File: src/rtl/uart_rx_deserializer.sv
// UART receive front end: 2-flop posi synchronizer, mid-bit sampling FSM, valid/ready byte output.
// Define UART_RX_PARITY_EN to add an even-parity bit between the last data bit and the stop bit.
module uart_rx_deserializer #(
    parameter int CLKS_PER_BIT = 16,
    parameter int DATA_BITS    = 8
) (
    input  logic                 clk,
    input  logic                 reset,
    input  logic                 posi,
    output logic [DATA_BITS-1:0] rx_data,
    output logic                 rx_valid,
    input  logic                 rx_ready,
    output logic                 frame_error,
    output logic                 parity_error,
    output logic                 overrun,
    input  logic                 clear_errors,
    output logic                 busy
);

    localparam int CW = $clog2(CLKS_PER_BIT);
    localparam int BW = $clog2(DATA_BITS + 1);
    localparam logic [CW-1:0] HALF_LAST = CW'(CLKS_PER_BIT / 2 - 1);
    localparam logic [CW-1:0] BIT_LAST  = CW'(CLKS_PER_BIT - 1);
    localparam logic [BW-1:0] DATA_LAST = BW'(DATA_BITS - 1);

    typedef enum logic [2:0] {
        IDLE   = 3'd0,
        START  = 3'd1,
        DATA   = 3'd2,
`ifdef UART_RX_PARITY_EN
        PARITY = 3'd4,
`endif
        STOP   = 3'd3
    } state_t;

    state_t               state_q;
    logic [1:0]           sync_q;
    logic [CW-1:0]        clkCnt_q;
    logic [BW-1:0]        bitCnt_q;
    logic [DATA_BITS-1:0] shift_q;
    logic [DATA_BITS-1:0] rxData_q;
    logic                 rxValid_q;
    logic                 frameError_q;
    logic                 overrun_q;
    logic                 posiS;
    logic                 byteGood;
`ifdef UART_RX_PARITY_EN
    logic                 parityError_q;
    logic                 parityBad_q;
`endif

    assign posiS = sync_q[1];

`ifdef UART_RX_PARITY_EN
    assign byteGood = posiS && !parityBad_q;
`else
    assign byteGood = posiS;
`endif

    // Every sample point after the start check is one full bit period after the previous one,
    // so all of them land mid-bit; the stop decision delivers the byte without waiting out the bit.
    always_ff @(posedge clk) begin
        if (reset) begin
            state_q      <= IDLE;
            sync_q       <= 2'b11;
            clkCnt_q     <= '0;
            bitCnt_q     <= '0;
            shift_q      <= '0;
            rxData_q     <= '0;
            rxValid_q    <= 1'b0;
            frameError_q <= 1'b0;
            overrun_q    <= 1'b0;
`ifdef UART_RX_PARITY_EN
            parityError_q <= 1'b0;
            parityBad_q   <= 1'b0;
`endif
        end else begin
            sync_q       <= {sync_q[0], posi};
            frameError_q <= 1'b0;
`ifdef UART_RX_PARITY_EN
            parityError_q <= 1'b0;
`endif
            if (rxValid_q && rx_ready) begin
                rxValid_q <= 1'b0;
            end
            if (clear_errors) begin
                overrun_q <= 1'b0;
            end

            case (state_q)
                IDLE: begin
                    if (!posiS) begin
                        state_q  <= START;
                        clkCnt_q <= '0;
                        bitCnt_q <= '0;
                    end
                end
                START: begin
                    if (clkCnt_q == HALF_LAST) begin
                        clkCnt_q <= '0;
                        bitCnt_q <= '0;
                        state_q  <= posiS ? IDLE : DATA;
                    end else begin
                        clkCnt_q <= clkCnt_q + CW'(1);
                    end
                end
                DATA: begin
                    if (clkCnt_q == BIT_LAST) begin
                        clkCnt_q <= '0;
                        shift_q  <= {posiS, shift_q[DATA_BITS-1:1]};
                        if (bitCnt_q == DATA_LAST) begin
                            bitCnt_q <= '0;
`ifdef UART_RX_PARITY_EN
                            state_q  <= PARITY;
`else
                            state_q  <= STOP;
`endif
                        end else begin
                            bitCnt_q <= bitCnt_q + BW'(1);
                        end
                    end else begin
                        clkCnt_q <= clkCnt_q + CW'(1);
                    end
                end
`ifdef UART_RX_PARITY_EN
                PARITY: begin
                    if (clkCnt_q == BIT_LAST) begin
                        clkCnt_q    <= '0;
                        parityBad_q <= (^shift_q) ^ posiS;
                        state_q     <= STOP;
                    end else begin
                        clkCnt_q <= clkCnt_q + CW'(1);
                    end
                end
`endif
                STOP: begin
                    if (clkCnt_q == BIT_LAST) begin
                        clkCnt_q     <= '0;
                        state_q      <= IDLE;
                        frameError_q <= !posiS;
`ifdef UART_RX_PARITY_EN
                        parityError_q <= parityBad_q;
`endif
                        // A fresh byte overrides the handshake clear; if the old one is still
                        // pending the new one is dropped and overrun wins over clear_errors.
                        if (byteGood) begin
                            if (!rxValid_q || rx_ready) begin
                                rxData_q  <= shift_q;
                                rxValid_q <= 1'b1;
                            end else begin
                                overrun_q <= 1'b1;
                            end
                        end
                    end else begin
                        clkCnt_q <= clkCnt_q + CW'(1);
                    end
                end
                default: begin
                    state_q <= IDLE;
                end
            endcase
        end
    end

    assign rx_data     = rxData_q;
    assign rx_valid    = rxValid_q;
    assign frame_error = frameError_q;
    assign overrun     = overrun_q;
    assign busy        = (state_q != IDLE);
`ifdef UART_RX_PARITY_EN
    assign parity_error = parityError_q;
`else
    assign parity_error = 1'b0;
`endif

endmodule
File: config.mk
export PLATFORM = sky130hd
export DESIGN_NAME = uart_rx_deserializer
export DESIGN_NICKNAME = d
export VERILOG_FILES = /design/src/rtl/uart_rx_deserializer.sv
export SDC_FILE = /design/constraint.sdc
export NUM_CORES = 1
export LEC_CHECK = 0
export CAP_MARGIN = 15
export CORE_MARGIN = 4
export CORE_UTILIZATION = 53
export DETAILED_ROUTE_END_ITERATION = 10
export PLACE_DENSITY_LB_ADDON = 0.15
export SYNTH_ARGS = -nofsm -noshare
export SYNTH_HDL_FRONTEND = slang
export SYNTH_SLANG_ARGS = --single-unit
File: constraint.sdc
create_clock -name clk -period 1.8 [get_ports clk]
set_input_delay 0.54 -clock clk [delete_from_list [all_inputs] [get_ports clk]]
set_output_delay 0.54 -clock clk [all_outputs]
set_load 0.02 [all_outputs]
==> flow_summary.html <==
<table>
<tr><th>Metric</th><th>Value</th></tr>
<tr><th colspan="2">Final layout</th></tr>
<tr><td>Area occupied by registers</td><td>621 sq um</td></tr>
<tr><td>Area Overhead vs Synth</td><td>17.9%</td></tr>
<tr><td>Post-Layout Cell Count</td><td>204</td></tr>
<tr><td>Antenna cells</td><td>0</td></tr>
<tr><td>Fraction of final layout cells with drive strength greater than 1</td><td>0.138</td></tr>
<tr><td>Final-stage net count</td><td>180</td></tr>
<tr><td>Fill cell instance count of the final layout</td><td>213</td></tr>
<tr><td>Area occupied by multi-input gates</td><td>659 sq um</td></tr>
<tr><td>Post-route core utilization</td><td>0.652</td></tr>
<tr><th colspan="2">Outcome</th></tr>
<tr><td>Status</td><td>completed</td></tr>
<tr><th colspan="2">Worst setup path</th></tr>
<tr><td>Element type at the critical path start</td><td>register</td></tr>
<tr><td>CP Max Fanout</td><td>3</td></tr>
<tr><td>Worst reg-to-reg path cell count</td><td>6</td></tr>
<tr><td>CP Data Required Time</td><td>1260 ps</td></tr>
<tr><td>Crit path from</td><td>state_q[1]$_SDFFE_PP0P_</td></tr>
<tr><td>Worst EP arrival</td><td>1190 ps</td></tr>
<tr><td>Endpoint kind of the worst setup timing path</td><td>output pin</td></tr>
<tr><td>Endpoint of the most critical setup path</td><td>busy</td></tr>
<tr><td>Register-to-register path setup slack</td><td>160 ps</td></tr>
<tr><td>Worst reg2reg endpoint</td><td>rx_data[5]$_SDFFE_PP0P_</td></tr>
<tr><td>Crit path kind</td><td>register to output pin</td></tr>
<tr><td>Worst r2r src</td><td>clkCnt_q[0]$_SDFFE_PP0P_</td></tr>
<tr><th colspan="2">GRT</th></tr>
<tr><td>Wire length of the first global-routing pass</td><td>4.62 mm</td></tr>
<tr><td>Number of global-route vias before repair</td><td>1126</td></tr>
<tr><td>Number of antenna violations at the first check in global routing</td><td>0</td></tr>
<tr><td>GRT overflow</td><td>0</td></tr>
<tr><td>Pin count of the biggest net entering global routing</td><td>29</td></tr>
<tr><td>Global router's overall resource usage</td><td>0.174</td></tr>
<tr><th colspan="2">Placed design</th></tr>
<tr><td>Number of cells in the design after placement</td><td>196</td></tr>
<tr><td>Detailed placement HPWL</td><td>1.84 mm</td></tr>
<tr><td>Buffers added on ports</td><td>16</td></tr>
<tr><td>Routability Congestion</td><td>0.771</td></tr>
<tr><th colspan="2">Clock network</th></tr>
<tr><td>Clock buffer depth</td><td>2</td></tr>
<tr><td>Number of CTS-inserted buffers</td><td>5</td></tr>
<tr><td>Clock input transition at the sequential cells of the worst setup and hold paths</td><td>90 ps</td></tr>
<tr><td>Root buf cell</td><td>sky130_fd_sc_hd__clkbuf_4</td></tr>
<tr><td>TritonCTS clock tree</td><td>yes</td></tr>
<tr><td>Clock latency on the worst-skew pair</td><td>320 ps</td></tr>
<tr><td>Count of clock tree sinks</td><td>31</td></tr>
<tr><td>Total number of H-tree levels</td><td>2</td></tr>
<tr><th colspan="2">Synth</th></tr>
<tr><td>Number of register bits inferred by synthesis</td><td>31</td></tr>
<tr><td>Area share of the largest cell type after synthesis</td><td>0.453</td></tr>
<tr><td>Ys flop type</td><td>sky130_fd_sc_hd__dfxtp_1</td></tr>
<tr><td>Post-synthesis cell type count</td><td>39</td></tr>
<tr><td>Cell type with the largest total area after synthesis</td><td>sky130_fd_sc_hd__dfxtp_1</td></tr>
<tr><td>Synthesized Nets</td><td>158</td></tr>
<tr><td>Number of enable flip-flop cells after synthesis</td><td>0</td></tr>
<tr><td>Average footprint of a synthesized cell</td><td>9.07 sq um</td></tr>
<tr><td>Post-synthesis cell area</td><td>1370 sq um</td></tr>
<tr><td>Count of yosys warnings during synthesis</td><td>0</td></tr>
<tr><td>Leading post-synthesis cells by cell area</td><td>sky130_fd_sc_hd__dfxtp_1 (45%), sky130_fd_sc_hd__mux2i_1 (5.8%), sky130_fd_sc_hd__a21oi_1 (5.1%)</td></tr>
<tr><td>Cell with the most instances after synthesis</td><td>sky130_fd_sc_hd__dfxtp_1</td></tr>
<tr><td>Fraction of the yosys area taken by sequential cells</td><td>0.453</td></tr>
<tr><td>Top post-synthesis cells by count</td><td>sky130_fd_sc_hd__dfxtp_1 (31), sky130_fd_sc_hd__nand2_1 (18), sky130_fd_sc_hd__nor2_1 (15), sky130_fd_sc_hd__a21oi_1 (14), sky130_fd_sc_hd__mux2i_1 (8)</td></tr>
<tr><td>Share of synthesized registers carrying an async set or reset</td><td>0</td></tr>
<tr><td>Post-synthesis cell count</td><td>151</td></tr>
<tr><th colspan="2">Pwr</th></tr>
<tr><td>Logic gate share of total power</td><td>0.052</td></tr>
<tr><td>Leakage power</td><td>0.000685 uW</td></tr>
<tr><td>Net switching share of the total power</td><td>0.227</td></tr>
<tr><td>Reg power frac</td><td>0.617</td></tr>
<tr><td>Cell Pwr Density</td><td>697 nW/um^2</td></tr>
<tr><td>Total internal power</td><td>871 uW</td></tr>
<tr><td>Peak ir drop on the vdd network</td><td>0.000498 V</td></tr>
<tr><td>Net switching power of the design</td><td>256 uW</td></tr>
<tr><td>Clock share of power</td><td>0.330</td></tr>
<tr><td>Final total power</td><td>1130 uW</td></tr>
<tr><th colspan="2">STA</th></tr>
<tr><td>Fraction of the cycle the final worst path needs</td><td>0.960</td></tr>
<tr><td>Final setup skew</td><td>7.99 ps</td></tr>
<tr><td>Hold Fails Final Rpt</td><td>0</td></tr>
<tr><td>RSZ-0062 raised after global routing</td><td>false</td></tr>
<tr><td>Total of endpoints with negative setup slack in the final report</td><td>0</td></tr>
<tr><td>Post-layout min period</td><td>1730 ps</td></tr>
<tr><td>FMAX</td><td>579 MHz</td></tr>
<tr><td>Worst Hold Slack</td><td>421 ps</td></tr>
<tr><td>Max-slew violation count</td><td>0</td></tr>
<tr><th colspan="2">Routing</th></tr>
<tr><td>Detailed-route DRC error count</td><td>0</td></tr>
<tr><td>Via-per-instance ratio</td><td>5.44</td></tr>
<tr><td>Vias after detailed routing</td><td>1110</td></tr>
<tr><td>Antenna violation net count after detailed routing</td><td>0</td></tr>
<tr><td>Drt initial violations</td><td>29</td></tr>
<tr><td>Final Routed Wirelength</td><td>2.63 mm</td></tr>
<tr><td>Detail-routed net length per standard cell</td><td>12.9 um</td></tr>
<tr><td>Detailed-router iteration count before antenna repair</td><td>4</td></tr>
<tr><th colspan="2">Die</th></tr>
<tr><td>Starting utilization of the core area</td><td>0.553</td></tr>
<tr><td>Height of the die</td><td>58.8 um</td></tr>
<tr><td>Row cnt</td><td>18</td></tr>
<tr><td>Die footprint</td><td>3460 sq um</td></tr>
<tr><td>DIE WIDTH</td><td>58.8 um</td></tr>
<tr><td>I/O pin count</td><td>18</td></tr>
<tr><td>Core Region</td><td>2480 sq um</td></tr>
<tr><th colspan="2">Min path</th></tr>
<tr><td>Type of the tightest min-delay check</td><td>register to register</td></tr>
<tr><th colspan="2">Job</th></tr>
<tr><td>Maximum capacitance violations</td><td>0</td></tr>
</table>
## metal layers
metal,global-route usage,vias to the layer above,routed length (um)
li1,-,570,-
met2,0.292,21,1240
met1,0.204,510,1230
met5,0,-,0
met4,0.0874,0,49
met3,0.0461,9,109
## power by group through the flow
stage          Clock (uW)  Combinational, uW  Sequential [uW]
2_1_floorplan           0               38.2              709
5_1_grt               414               64.5              696
3_5_place_dp            0               59.7              711
4_1_cts               386               59.5              695
3_3_place_gp            0               58.0              711
6_report              372               59.1              695
## how the worst min path moves through the flow
stage	from	to	slack [ps]	depth (start not counted)
after floorplan	sync_q[0]$_SDFF_PP1_	sync_q[1]$_SDFF_PP1_	390	1
after global placement	sync_q[0]$_SDFF_PP1_	sync_q[1]$_SDFF_PP1_	400	1
after detailed placement	sync_q[0]$_SDFF_PP1_	sync_q[1]$_SDFF_PP1_	400	1
after CTS	sync_q[0]$_SDFF_PP1_	sync_q[1]$_SDFF_PP1_	430	1
after global routing	sync_q[0]$_SDFF_PP1_	sync_q[1]$_SDFF_PP1_	450	1
final	sync_q[0]$_SDFF_PP1_	sync_q[1]$_SDFF_PP1_	420	1
## through the flow
step	setup slack (ps)	area [sq um]	TNS [ps]
after CTS	0.113	1610	0
after detailed placement	-93.9	1570	-679
final	72.3	1620	0
after global routing	2.91	1620	0
after floorplan	309	1370	0
after global placement	-65.9	1570	-497
## worst max-delay path, stage by stage (launching register included)
cell                            delay [ps]
sky130_fd_sc_hd__dfxtp_1               320
sky130_fd_sc_hd__nor2_1                130
sky130_fd_sc_hd__inv_1                  90
sky130_fd_sc_hd__dlygate4sd2_1         330
## flip-flops by register name (all words and copies together) (netlist names), 2 cells and up
signal    count
rx_data       8
shift_q       8
bitCnt_q      4
clkCnt_q      4
state_q       2
sync_q        2
## final cells by class
| class | count | area share |
|---|---|---|
| Tap cell | 30 | 0.0232 |
| Timing Repair Buffer | 26 | 0.149 |
| Multi-Input combinational cell | 107 | 0.408 |
| Sequential cell | 31 | 0.384 |
| Clock inverter | 1 | 0.00310 |
| Inverter | 2 | 0.00465 |
| Clock buffer | 7 | 0.0279 |
## kinds of logic after synthesis
family,count (synthesis),share of synthesized area
other cells,1,0.00274
xor+xnor,1,0.00639
fa+ha+maj,2,0.0183
simple gates,63,0.256
compound gates,32,0.140
mux,8,0.0584
buf+inv,13,0.0657
flops,31,0.453
## placed cells by master (no fill, tap or decap), types with 2 or more instances in the layout
cell / synthesis / routed
sky130_fd_sc_hd__a21oi_1: 14 / 14
sky130_fd_sc_hd__a311oi_1: 3 / 3
sky130_fd_sc_hd__a31oi_1: 3 / 3
sky130_fd_sc_hd__and3_1: 2 / 2
sky130_fd_sc_hd__buf_4: 2 / 9
sky130_fd_sc_hd__clkbuf_1: 2 / 2
sky130_fd_sc_hd__clkbuf_4: 0 / 5
sky130_fd_sc_hd__clkdlybuf4s50_1: 0 / 4
sky130_fd_sc_hd__dfxtp_1: 31 / 31
sky130_fd_sc_hd__dlygate4sd2_1: 0 / 10
sky130_fd_sc_hd__dlymetal6s2s_1: 0 / 2
sky130_fd_sc_hd__ha_1: 2 / 2
sky130_fd_sc_hd__inv_1: 2 / 2
sky130_fd_sc_hd__mux2i_1: 8 / 8
sky130_fd_sc_hd__nand2_1: 18 / 18
sky130_fd_sc_hd__nand2b_1: 5 / 5
sky130_fd_sc_hd__nand3_1: 4 / 4
sky130_fd_sc_hd__nand3_2: 2 / 2
sky130_fd_sc_hd__nor2_1: 15 / 15
sky130_fd_sc_hd__nor2b_1: 3 / 3
sky130_fd_sc_hd__nor4_1: 2 / 2
sky130_fd_sc_hd__o21ai_0: 6 / 6
sky130_fd_sc_hd__or2_2: 2 / 2
## what timing repair did
action	4_1_cts	5_1_grt
setup endpoints to repair	10	2
buffers inserted	0	0
gates cloned	0	0
hold buffers	0	0
gates resized for setup	10	2
Note: power is estimated with default switching activity, not from simulation.
